**src/rtl/trap_pkg.sv**
```systemverilog
`default_nettype none
// +--------------------------------------------------------------------------+
// | trap_pkg : encodings, CSR addresses, cause codes and enums for trap logic |
// | rev 1.0                                                                   |
// +--------------------------------------------------------------------------+
package trap_pkg;

  localparam logic [31:0] INST_ECALL  = 32'h0000_0073;
  localparam logic [31:0] INST_EBREAK = 32'h0010_0073;
  localparam logic [31:0] INST_UNIMP  = 32'hc000_1073;
  localparam logic [31:0] INST_MRET   = 32'h3020_0073;
  localparam logic [31:0] INST_SRET   = 32'h1020_0073;

  localparam logic [11:0] CSR_MEPC    = 12'h341;
  localparam logic [11:0] CSR_MCAUSE  = 12'h342;
  localparam logic [11:0] CSR_MSTATUS = 12'h300;
  localparam logic [11:0] CSR_SSTATUS = 12'h100;

  localparam logic [3:0] CAUSE_ILLEGAL    = 4'd2;
  localparam logic [3:0] CAUSE_BREAKPOINT = 4'd3;
  localparam logic [3:0] CAUSE_ECALL_M    = 4'd11;

  localparam int MSTATUS_MIE    = 3;
  localparam int MSTATUS_MPIE   = 7;
  localparam int MSTATUS_MPP_LO = 11;
  localparam int MSTATUS_MPP_HI = 12;
  localparam int SSTATUS_SIE    = 1;
  localparam int SSTATUS_SPIE   = 5;
  localparam int SSTATUS_SPP    = 8;

  typedef enum logic [2:0] {
    ST_IDLE     = 3'd0,
    ST_W_EPC    = 3'd1,
    ST_W_CAUSE  = 3'd2,
    ST_W_STATUS = 3'd3,
    ST_REDIR    = 3'd4
  } state_t;

  typedef enum logic [1:0] {
    KIND_TRAP = 2'd0,
    KIND_MRET = 2'd1,
    KIND_SRET = 2'd2
  } kind_t;

endpackage
`default_nettype wire

```
**src/rtl/trap_sequencer_if.sv**
```systemverilog
`default_nettype none
// +--------------------------------------------------------------------------+
// | trap_sequencer_if : valid/ready CSR write port                           |
// | rev 1.0                                                                   |
// +--------------------------------------------------------------------------+
interface trap_sequencer_if #(
  parameter int XLEN = 64
);
  logic            csr_wr_valid;
  logic [11:0]     csr_wr_addr;
  logic [XLEN-1:0] csr_wr_data;
  logic            csr_wr_ready;

  modport master (output csr_wr_valid, csr_wr_addr, csr_wr_data, input csr_wr_ready);
  modport slave  (input csr_wr_valid, csr_wr_addr, csr_wr_data, output csr_wr_ready);
endinterface
`default_nettype wire

```
**src/rtl/trap_decode.sv**
```systemverilog
`default_nettype none
// +--------------------------------------------------------------------------+
// | trap_decode : exact-match decode of trap/xret instructions (TRAP_SRET_EN) |
// | rev 1.0                                                                   |
// +--------------------------------------------------------------------------+
module trap_decode
  import trap_pkg::*;
(
  input  wire [31:0] inst,
  output logic       hit,
  output kind_t      kind,
  output logic [3:0] cause
);

  always_comb begin
    hit   = 1'b1;
    kind  = KIND_TRAP;
    cause = 4'd0;
    case (inst)
      INST_ECALL:  cause = CAUSE_ECALL_M;
      INST_EBREAK: cause = CAUSE_BREAKPOINT;
      INST_UNIMP:  cause = CAUSE_ILLEGAL;
      INST_MRET:   kind  = KIND_MRET;
`ifdef TRAP_SRET_EN
      INST_SRET:   kind  = KIND_SRET;
`else
      INST_SRET:   cause = CAUSE_ILLEGAL;
`endif
      default:     hit   = 1'b0;
    endcase
  end

endmodule
`default_nettype wire

```
**src/rtl/trap_sequencer.sv**
```systemverilog
`default_nettype none
// +--------------------------------------------------------------------------+
// | trap_sequencer : trap/xret CSR write sequencer with PC redirect + flush   |
// | optional sret support via TRAP_SRET_EN ; rev 1.0                          |
// +--------------------------------------------------------------------------+
module trap_sequencer
  import trap_pkg::*;
#(
  parameter int              XLEN       = 64,
  parameter logic [XLEN-1:0] MTVEC_MASK = 64'h3
) (
  input  wire                 clk,
  input  wire                 rst,
  input  wire                 ex_valid,
  input  wire  [31:0]         ex_inst,
  input  wire  [XLEN-1:0]     ex_pc,
  input  wire  [XLEN-1:0]     mtvec_data,
  input  wire  [XLEN-1:0]     mepc_data,
  input  wire  [XLEN-1:0]     mstatus_data,
  input  wire  [XLEN-1:0]     sepc_data,
  input  wire  [XLEN-1:0]     sstatus_data,
  trap_sequencer_if.master    csr,
  output logic                stall,
  output logic                flush,
  output logic                redirect_valid,
  output logic [XLEN-1:0]     redirect_pc
);

  state_t          state;
  logic            dec_hit;
  kind_t           dec_kind;
  logic [3:0]      dec_cause;
  logic            detect;
  logic [XLEN-1:0] status_new;
  logic [11:0]     status_addr;
  logic [XLEN-1:0] target_new;

  logic [3:0]      cause_q;
  logic [XLEN-1:0] status_q;
  logic [XLEN-1:0] target_q;
  logic            wr_valid_q;
  logic [11:0]     wr_addr_q;
  logic [XLEN-1:0] wr_data_q;

  trap_decode u_decode (
    .inst  (ex_inst),
    .hit   (dec_hit),
    .kind  (dec_kind),
    .cause (dec_cause)
  );

  // rst gates detect so stall reads 0 throughout reset
  assign detect = rst && (state == ST_IDLE) && ex_valid && dec_hit;
  assign stall  = detect || (state != ST_IDLE);

  always_comb begin
    status_new  = mstatus_data;
    status_addr = CSR_MSTATUS;
    target_new  = mtvec_data & ~MTVEC_MASK;
    case (dec_kind)
      KIND_MRET: begin
        status_new[MSTATUS_MIE]                   = mstatus_data[MSTATUS_MPIE];
        status_new[MSTATUS_MPIE]                  = 1'b1;
        status_new[MSTATUS_MPP_HI:MSTATUS_MPP_LO] = 2'b00;
        target_new                                = mepc_data;
      end
`ifdef TRAP_SRET_EN
      KIND_SRET: begin
        status_new               = sstatus_data;
        status_new[SSTATUS_SIE]  = sstatus_data[SSTATUS_SPIE];
        status_new[SSTATUS_SPIE] = 1'b1;
        status_new[SSTATUS_SPP]  = 1'b0;
        status_addr              = CSR_SSTATUS;
        target_new               = sepc_data;
      end
`endif
      default: begin
        status_new[MSTATUS_MPIE]                  = mstatus_data[MSTATUS_MIE];
        status_new[MSTATUS_MIE]                   = 1'b0;
        status_new[MSTATUS_MPP_HI:MSTATUS_MPP_LO] = 2'b11;
      end
    endcase
  end

`ifndef TRAP_SRET_EN
  logic unused_sret;
  assign unused_sret = ^{sepc_data, sstatus_data};
`endif

  always_ff @(posedge clk or negedge rst) begin
    if (!rst) begin
      state          <= ST_IDLE;
      cause_q        <= '0;
      status_q       <= '0;
      target_q       <= '0;
      wr_valid_q     <= 1'b0;
      wr_addr_q      <= '0;
      wr_data_q      <= '0;
      flush          <= 1'b0;
      redirect_valid <= 1'b0;
      redirect_pc    <= '0;
    end else begin
      case (state)
        ST_IDLE: begin
          if (detect) begin
            cause_q    <= dec_cause;
            status_q   <= status_new;
            target_q   <= target_new;
            wr_valid_q <= 1'b1;
            if (dec_kind == KIND_TRAP) begin
              state     <= ST_W_EPC;
              wr_addr_q <= CSR_MEPC;
              wr_data_q <= ex_pc;
            end else begin
              state     <= ST_W_STATUS;
              wr_addr_q <= status_addr;
              wr_data_q <= status_new;
            end
          end
        end
        ST_W_EPC: begin
          if (csr.csr_wr_ready) begin
            state     <= ST_W_CAUSE;
            wr_addr_q <= CSR_MCAUSE;
            wr_data_q <= {{(XLEN-4){1'b0}}, cause_q};
          end
        end
        ST_W_CAUSE: begin
          if (csr.csr_wr_ready) begin
            state     <= ST_W_STATUS;
            wr_addr_q <= CSR_MSTATUS;
            wr_data_q <= status_q;
          end
        end
        ST_W_STATUS: begin
          if (csr.csr_wr_ready) begin
            state          <= ST_REDIR;
            wr_valid_q     <= 1'b0;
            wr_addr_q      <= '0;
            wr_data_q      <= '0;
            flush          <= 1'b1;
            redirect_valid <= 1'b1;
            redirect_pc    <= target_q;
          end
        end
        ST_REDIR: begin
          state          <= ST_IDLE;
          flush          <= 1'b0;
          redirect_valid <= 1'b0;
          redirect_pc    <= '0;
        end
        default: state <= ST_IDLE;
      endcase
    end
  end

  assign csr.csr_wr_valid = wr_valid_q;
  assign csr.csr_wr_addr  = wr_addr_q;
  assign csr.csr_wr_data  = wr_data_q;

endmodule
`default_nettype wire
```
**src/flat_wrapper.sv**
```systemverilog
// flat-port wrapper written by rule: the top's interface ports become plain ports
module trap_sequencer_flat import trap_pkg::*;
#(
  parameter int              XLEN       = 64,
  parameter logic [XLEN-1:0] MTVEC_MASK = 64'h3
)
  (clk, rst, ex_valid, ex_inst, ex_pc, mtvec_data, mepc_data, mstatus_data, sepc_data, sstatus_data, stall, flush, redirect_valid, redirect_pc, csr_csr_wr_valid, csr_csr_wr_addr, csr_csr_wr_data, csr_csr_wr_ready);
  trap_sequencer_if #(.XLEN(XLEN)) csr_i ();
  input  wire clk;
  input  wire rst;
  input  wire ex_valid;
  input  wire  [31:0] ex_inst;
  input  wire  [XLEN-1:0] ex_pc;
  input  wire  [XLEN-1:0] mtvec_data;
  input  wire  [XLEN-1:0] mepc_data;
  input  wire  [XLEN-1:0] mstatus_data;
  input  wire  [XLEN-1:0] sepc_data;
  input  wire  [XLEN-1:0] sstatus_data;
  output logic stall;
  output logic flush;
  output logic redirect_valid;
  output logic [XLEN-1:0] redirect_pc;
  output wire logic [$bits(csr_i.csr_wr_valid)-1:0] csr_csr_wr_valid;
  output wire logic [$bits(csr_i.csr_wr_addr)-1:0] csr_csr_wr_addr;
  output wire logic [$bits(csr_i.csr_wr_data)-1:0] csr_csr_wr_data;
  input wire logic [$bits(csr_i.csr_wr_ready)-1:0] csr_csr_wr_ready;
  assign csr_csr_wr_valid = csr_i.csr_wr_valid;
  assign csr_csr_wr_addr = csr_i.csr_wr_addr;
  assign csr_csr_wr_data = csr_i.csr_wr_data;
  assign csr_i.csr_wr_ready = csr_csr_wr_ready;
  trap_sequencer #(.XLEN(XLEN), .MTVEC_MASK(MTVEC_MASK)) u_core (.clk(clk), .rst(rst), .ex_valid(ex_valid), .ex_inst(ex_inst), .ex_pc(ex_pc), .mtvec_data(mtvec_data), .mepc_data(mepc_data), .mstatus_data(mstatus_data), .sepc_data(sepc_data), .sstatus_data(sstatus_data), .csr(csr_i), .stall(stall), .flush(flush), .redirect_valid(redirect_valid), .redirect_pc(redirect_pc));
endmodule
```
**config.mk**
```make
export PLATFORM = sky130hd
export DESIGN_NAME = trap_sequencer_flat
export DESIGN_NICKNAME = d
export VERILOG_FILES = /design/src/rtl/trap_pkg.sv /design/src/rtl/trap_sequencer_if.sv /design/src/rtl/trap_decode.sv /design/src/rtl/trap_sequencer.sv /design/src/flat_wrapper.sv
export SDC_FILE = /design/constraint.sdc
export NUM_CORES = 1
export LEC_CHECK = 0
export ABC_AREA = 0
export BUFFER_PORTS_ARGS = -buffer_cell sky130_fd_sc_hd__buf_4
export CAP_MARGIN = 20
export CORE_AREA = 2 2 222 224
export CTS_CLUSTER_SIZE = 20
export DETAILED_ROUTE_END_ITERATION = 6
export DIE_AREA = 0 0 224 226
export PLACE_DENSITY = 0.51
export SETUP_SLACK_MARGIN = 0.2
export SYNTH_ARGS = -nofsm -noshare
export SYNTH_HDL_FRONTEND = slang
export SYNTH_SLANG_ARGS = --single-unit
```
**constraint.sdc**
```tcl
create_clock -name clk -period 3.87 [get_ports clk]
set_clock_uncertainty 0.05 [all_clocks]
set_input_delay 0.5805 -clock clk [delete_from_list [all_inputs] [get_ports clk]]
set_output_delay 0.5805 -clock clk [all_outputs]
set_load 0.1 [all_outputs]
```
==> summary.txt <==
STA
  – Final worst setup slack: 0.642 ns
  – Final hold viol count: 0
  – Worst Tran Pin Value: 1.01 ns
  – WHS: 0.196 ns
  – Period utilization: 83.4%
  – TNS Setup: 0 ns
  – Tmin final: 3.23 ns
  – Unrepaired setup endpoints after global routing: no
  – Setup Viol. Count Final: 0
  – Max-slew headroom: 32.7%
  – Pins Over Slew Limit: 0
  – F_max: 0.310 GHz

Synth
  – Yosys reg bits: 267
  – Multiplexer area fraction after synthesis: 0.796%
  – Main synth FF type: dfrtp_1
  – Synth unique cells: 48
  – Post-Syn Area: 12600 um2
  – Register area share after synthesis: 53.1%
  – Largest area contributor in the netlist: dfrtp_1
  – Post-synth EDFFs: 0
  – Compound-Gate Fraction of Synth Area: 22.3%
  – Largest family of logic cells by synthesized area: compound AO/OA/AOI/OAI gates
  – Syn Inst Count: 1366
  – Ys async rst share: 100%
  – Post-synth top area share: 53.1%
  – Adder-Cell Fraction of Synth Area: 0%
  – Post-synthesis xor/xnor area fraction: 0.0696%
  – Top post-synthesis cells by area: dfrtp_1 (53%), nand2_1 (11%), o32a_1 (4.6%)
  – Area share of and/or/nand/nor cells after synthesis: 18.4%
  – Avg Inst Size Synth: 9.21 um2
  – Synth Warn #: 0

Clocking
  – Worst-skew pair later-pin latency: 0.53 ns
  – CTS tree: done
  – Root Buffer: clkbuf_16
  – H-tree Lvls: 2
  – CTS Buf Count: 35
  – Clock net sink count: 267
  – Setup bufs post-CTS: 0
  – CTS max path bufs: 3
  – Reg clk slew, reported paths: 0.06 ns

Layout
  – Layout Nets: 2147
  – Syn-to-layout area delta: 39.6%
  – Share of cells above drive strength 1: 30.9%
  – Antenna fix cells: 0
  – Fill cells: 4928
  – Final design utilization: 36.3%

Global route
  – Initial antenna violation count: 3
  – Met2 Resource Use GR: 30.3%
  – Vias in the first global route: 12.3k
  – Grt total ovfl: 0
  – Largest net degree at the start of global routing: 149
  – Grt met1 use: 24.4%
  – Gr usage total: 18.8%
  – First-pass GRT wire length: 73900 um
  – GR met3 Demand/Resource: 5.76%
  – GRT Max-Usage Layer: met2

Placed design
  – Hpwl dp: 31200 um
  – Worst slack at placement: 0.526 ns
  – Final Wtd Congestion: 0.805
  – Port Buffers: 424

Hold path
  – Hold crit path type: input port to flip-flop
  – Hold path depth: 3
  – Hold Path Sink: u_core.status_q[46]$_DFFE_PN0P_
  – Hold Crit Start: mstatus_data[46]

Drt
  – Via-per-instance ratio: 5.11
  – DR DRC count: 0
  – Drt first-iter violations: 722
  – Drt wl/cell: 20.5 um
  – Antenna-violating nets left: 0
  – Via count: 12.1k
  – Final WL: 48600 um
  – Pre-antenna DRT Iters: 5

Power and ir drop
  – Overall Power: 12.1 mW
  – Peak supply drop: 0.000621 V
  – Pwr Density: 689 nW/um2
  – Leak: 8.81 nW

Die
  – Starting Density: 26.0%
  – FP Rows: 81
  – Die width: 224 um
  – Die area: 50600 um2
  – Top-Level Pins: 564
  – Chip height: 226 um
  – Core Area: 48300 um2

Critical path
  – R2R Path Start: u_core.state[0]$_DFFE_PN0P_
  – Setup CP Type: input port to primary output
  – CP endpoint kind: primary output
  – Crit-path max FO: 44
  – R2r worst-path depth: 7
  – Crit path launch type: input port
  – Reg2reg end: u_core.csr.csr_wr_data[19]$_DFFE_PN0P_
  – R2R Setup Slk: 1.06 ns
  – Worst EP required: 3.24 ns
  – Worst path arrival time: 2.60 ns

Run status
  – Status: completed

Flow run
  – Max Cap Violations: 0
[Yosys cell counts (all sizes together) (2+ instances only)]
cell type,instances
nand2,376
dfrtp,267
a21oi,95
clkbuf,87
nor2,73
a31oi,65
nand4,61
a21o,60
o31ai,60
o32a,58
buf,55
a22o,36
o21ai,9
mux2,8
nand3,7
inv,6
nor3,6
and3,4
nand2b,3
nor4,3
and2,2
nor4b,2
o21a,2
[stage by stage]
step           cells  instance area [um2]
2_1_floorplan   1372                12600
6_report        2371                17600
3_3_place_gp    2310                16400
5_1_grt         2371                17600
3_5_place_dp    2310                16400
4_1_cts         2370                17500
[worst max-delay path by stage]
stage / from / end / slack, ns / cells after the start
after detailed placement: ex_inst[26] / u_core.csr.csr_wr_data[19]$_DFFE_PN0P_ / 0.53 / 7
after global routing: u_core.state[0]$_DFFE_PN0P_ / stall / 0.40 / 6
after floorplan: ex_inst[7] / stall / 0.83 / 6
final: rst / stall / 0.64 / 6
after CTS: u_core.state[0]$_DFFE_PN0P_ / stall / 0.57 / 6
after global placement: ex_inst[26] / u_core.csr.csr_wr_data[18]$_DFFE_PN0P_ / 0.66 / 7
[cell usage in the layout, fill, tap and decap left out, types with 3 or more instances in the layout]
cell type / Yosys / routed
a31oi_1: 65 / 65
nand2_1: 376 / 376
nor3_1: 6 / 5
mux2_2: 8 / 8
nand4_1: 61 / 61
clkbuf_16: 0 / 37
o31ai_1: 60 / 60
clkbuf_8: 0 / 6
nand3_4: 0 / 3
nor2_4: 0 / 3
inv_1: 6 / 5
a22o_1: 36 / 36
o32a_1: 58 / 58
dfrtp_1: 267 / 266
o21ai_0: 9 / 9
clkbuf_1: 87 / 7
nand2b_1: 3 / 3
nand3_1: 7 / 4
buf_12: 0 / 9
a21oi_1: 95 / 94
conb_1: 1 / 7
buf_4: 9 / 448
nor4_1: 3 / 3
nor2_1: 72 / 69
a21o_1: 60 / 60
clkinv_2: 0 / 6
[flip-flops by register name (all words and copies together), names as in the netlist, 3 cells and up]
name and cells:
u_core.csr.csr_wr_data 64, u_core.redirect_pc 64, u_core.target_q 64, u_core.status_q 63, u_core.csr.csr_wr_addr 4, u_core.cause_q 3, u_core.state 3
[metal layers]
layer	routed length, um	part of all wire [%]
met5	26	0.053
met1	20800	43
met3	4030	8.3
met2	22800	47
met4	962	2.0
[layout make-up]
| class | instances | area (um2) | share of cell area (%) |
|---|---|---|---|
| flip-flops and latches | 267 | 6680 | 38.1 |
| clock inverters | 9 | 77.6 | 0.442 |
| well taps | 622 | 778 | 4.43 |
| multi-input cells | 957 | 5370 | 30.6 |
| clock buffers | 50 | 1030 | 5.89 |
| repair buffers | 460 | 3600 | 20.5 |
| inverters | 6 | 22.5 | 0.128 |
[timing repair]
| item | CTS | global route |
|---|---|---|
| resized for setup | 0 | 0 |
| endpoints found under the hold margin | 41 | 0 |
| hold buffers | 1 | 0 |
[power by group]
part           internal [mW]  switching [mW]
clock                   1.92            1.26
combinational           1.33            4.17
sequential              3.17           0.244
total                   6.42            5.68
[worst max-delay path: stages]
cell           delay [ns]
dlygate4sd3_1        0.56
buf_8                0.33
and3_1               0.32
o2111ai_4            0.29
nand2_1              0.18
buf_4                0.31
[cells by family after synthesis]
logic type,Yosys count
and+or+nand+nor,548
AOI/OAI and AO/OA,392
DFF,267
buffers and inverters,148
muxes,9
xor gates and xnor gates,1
other,1
Note: power is estimated with default switching activity, not from simulation.
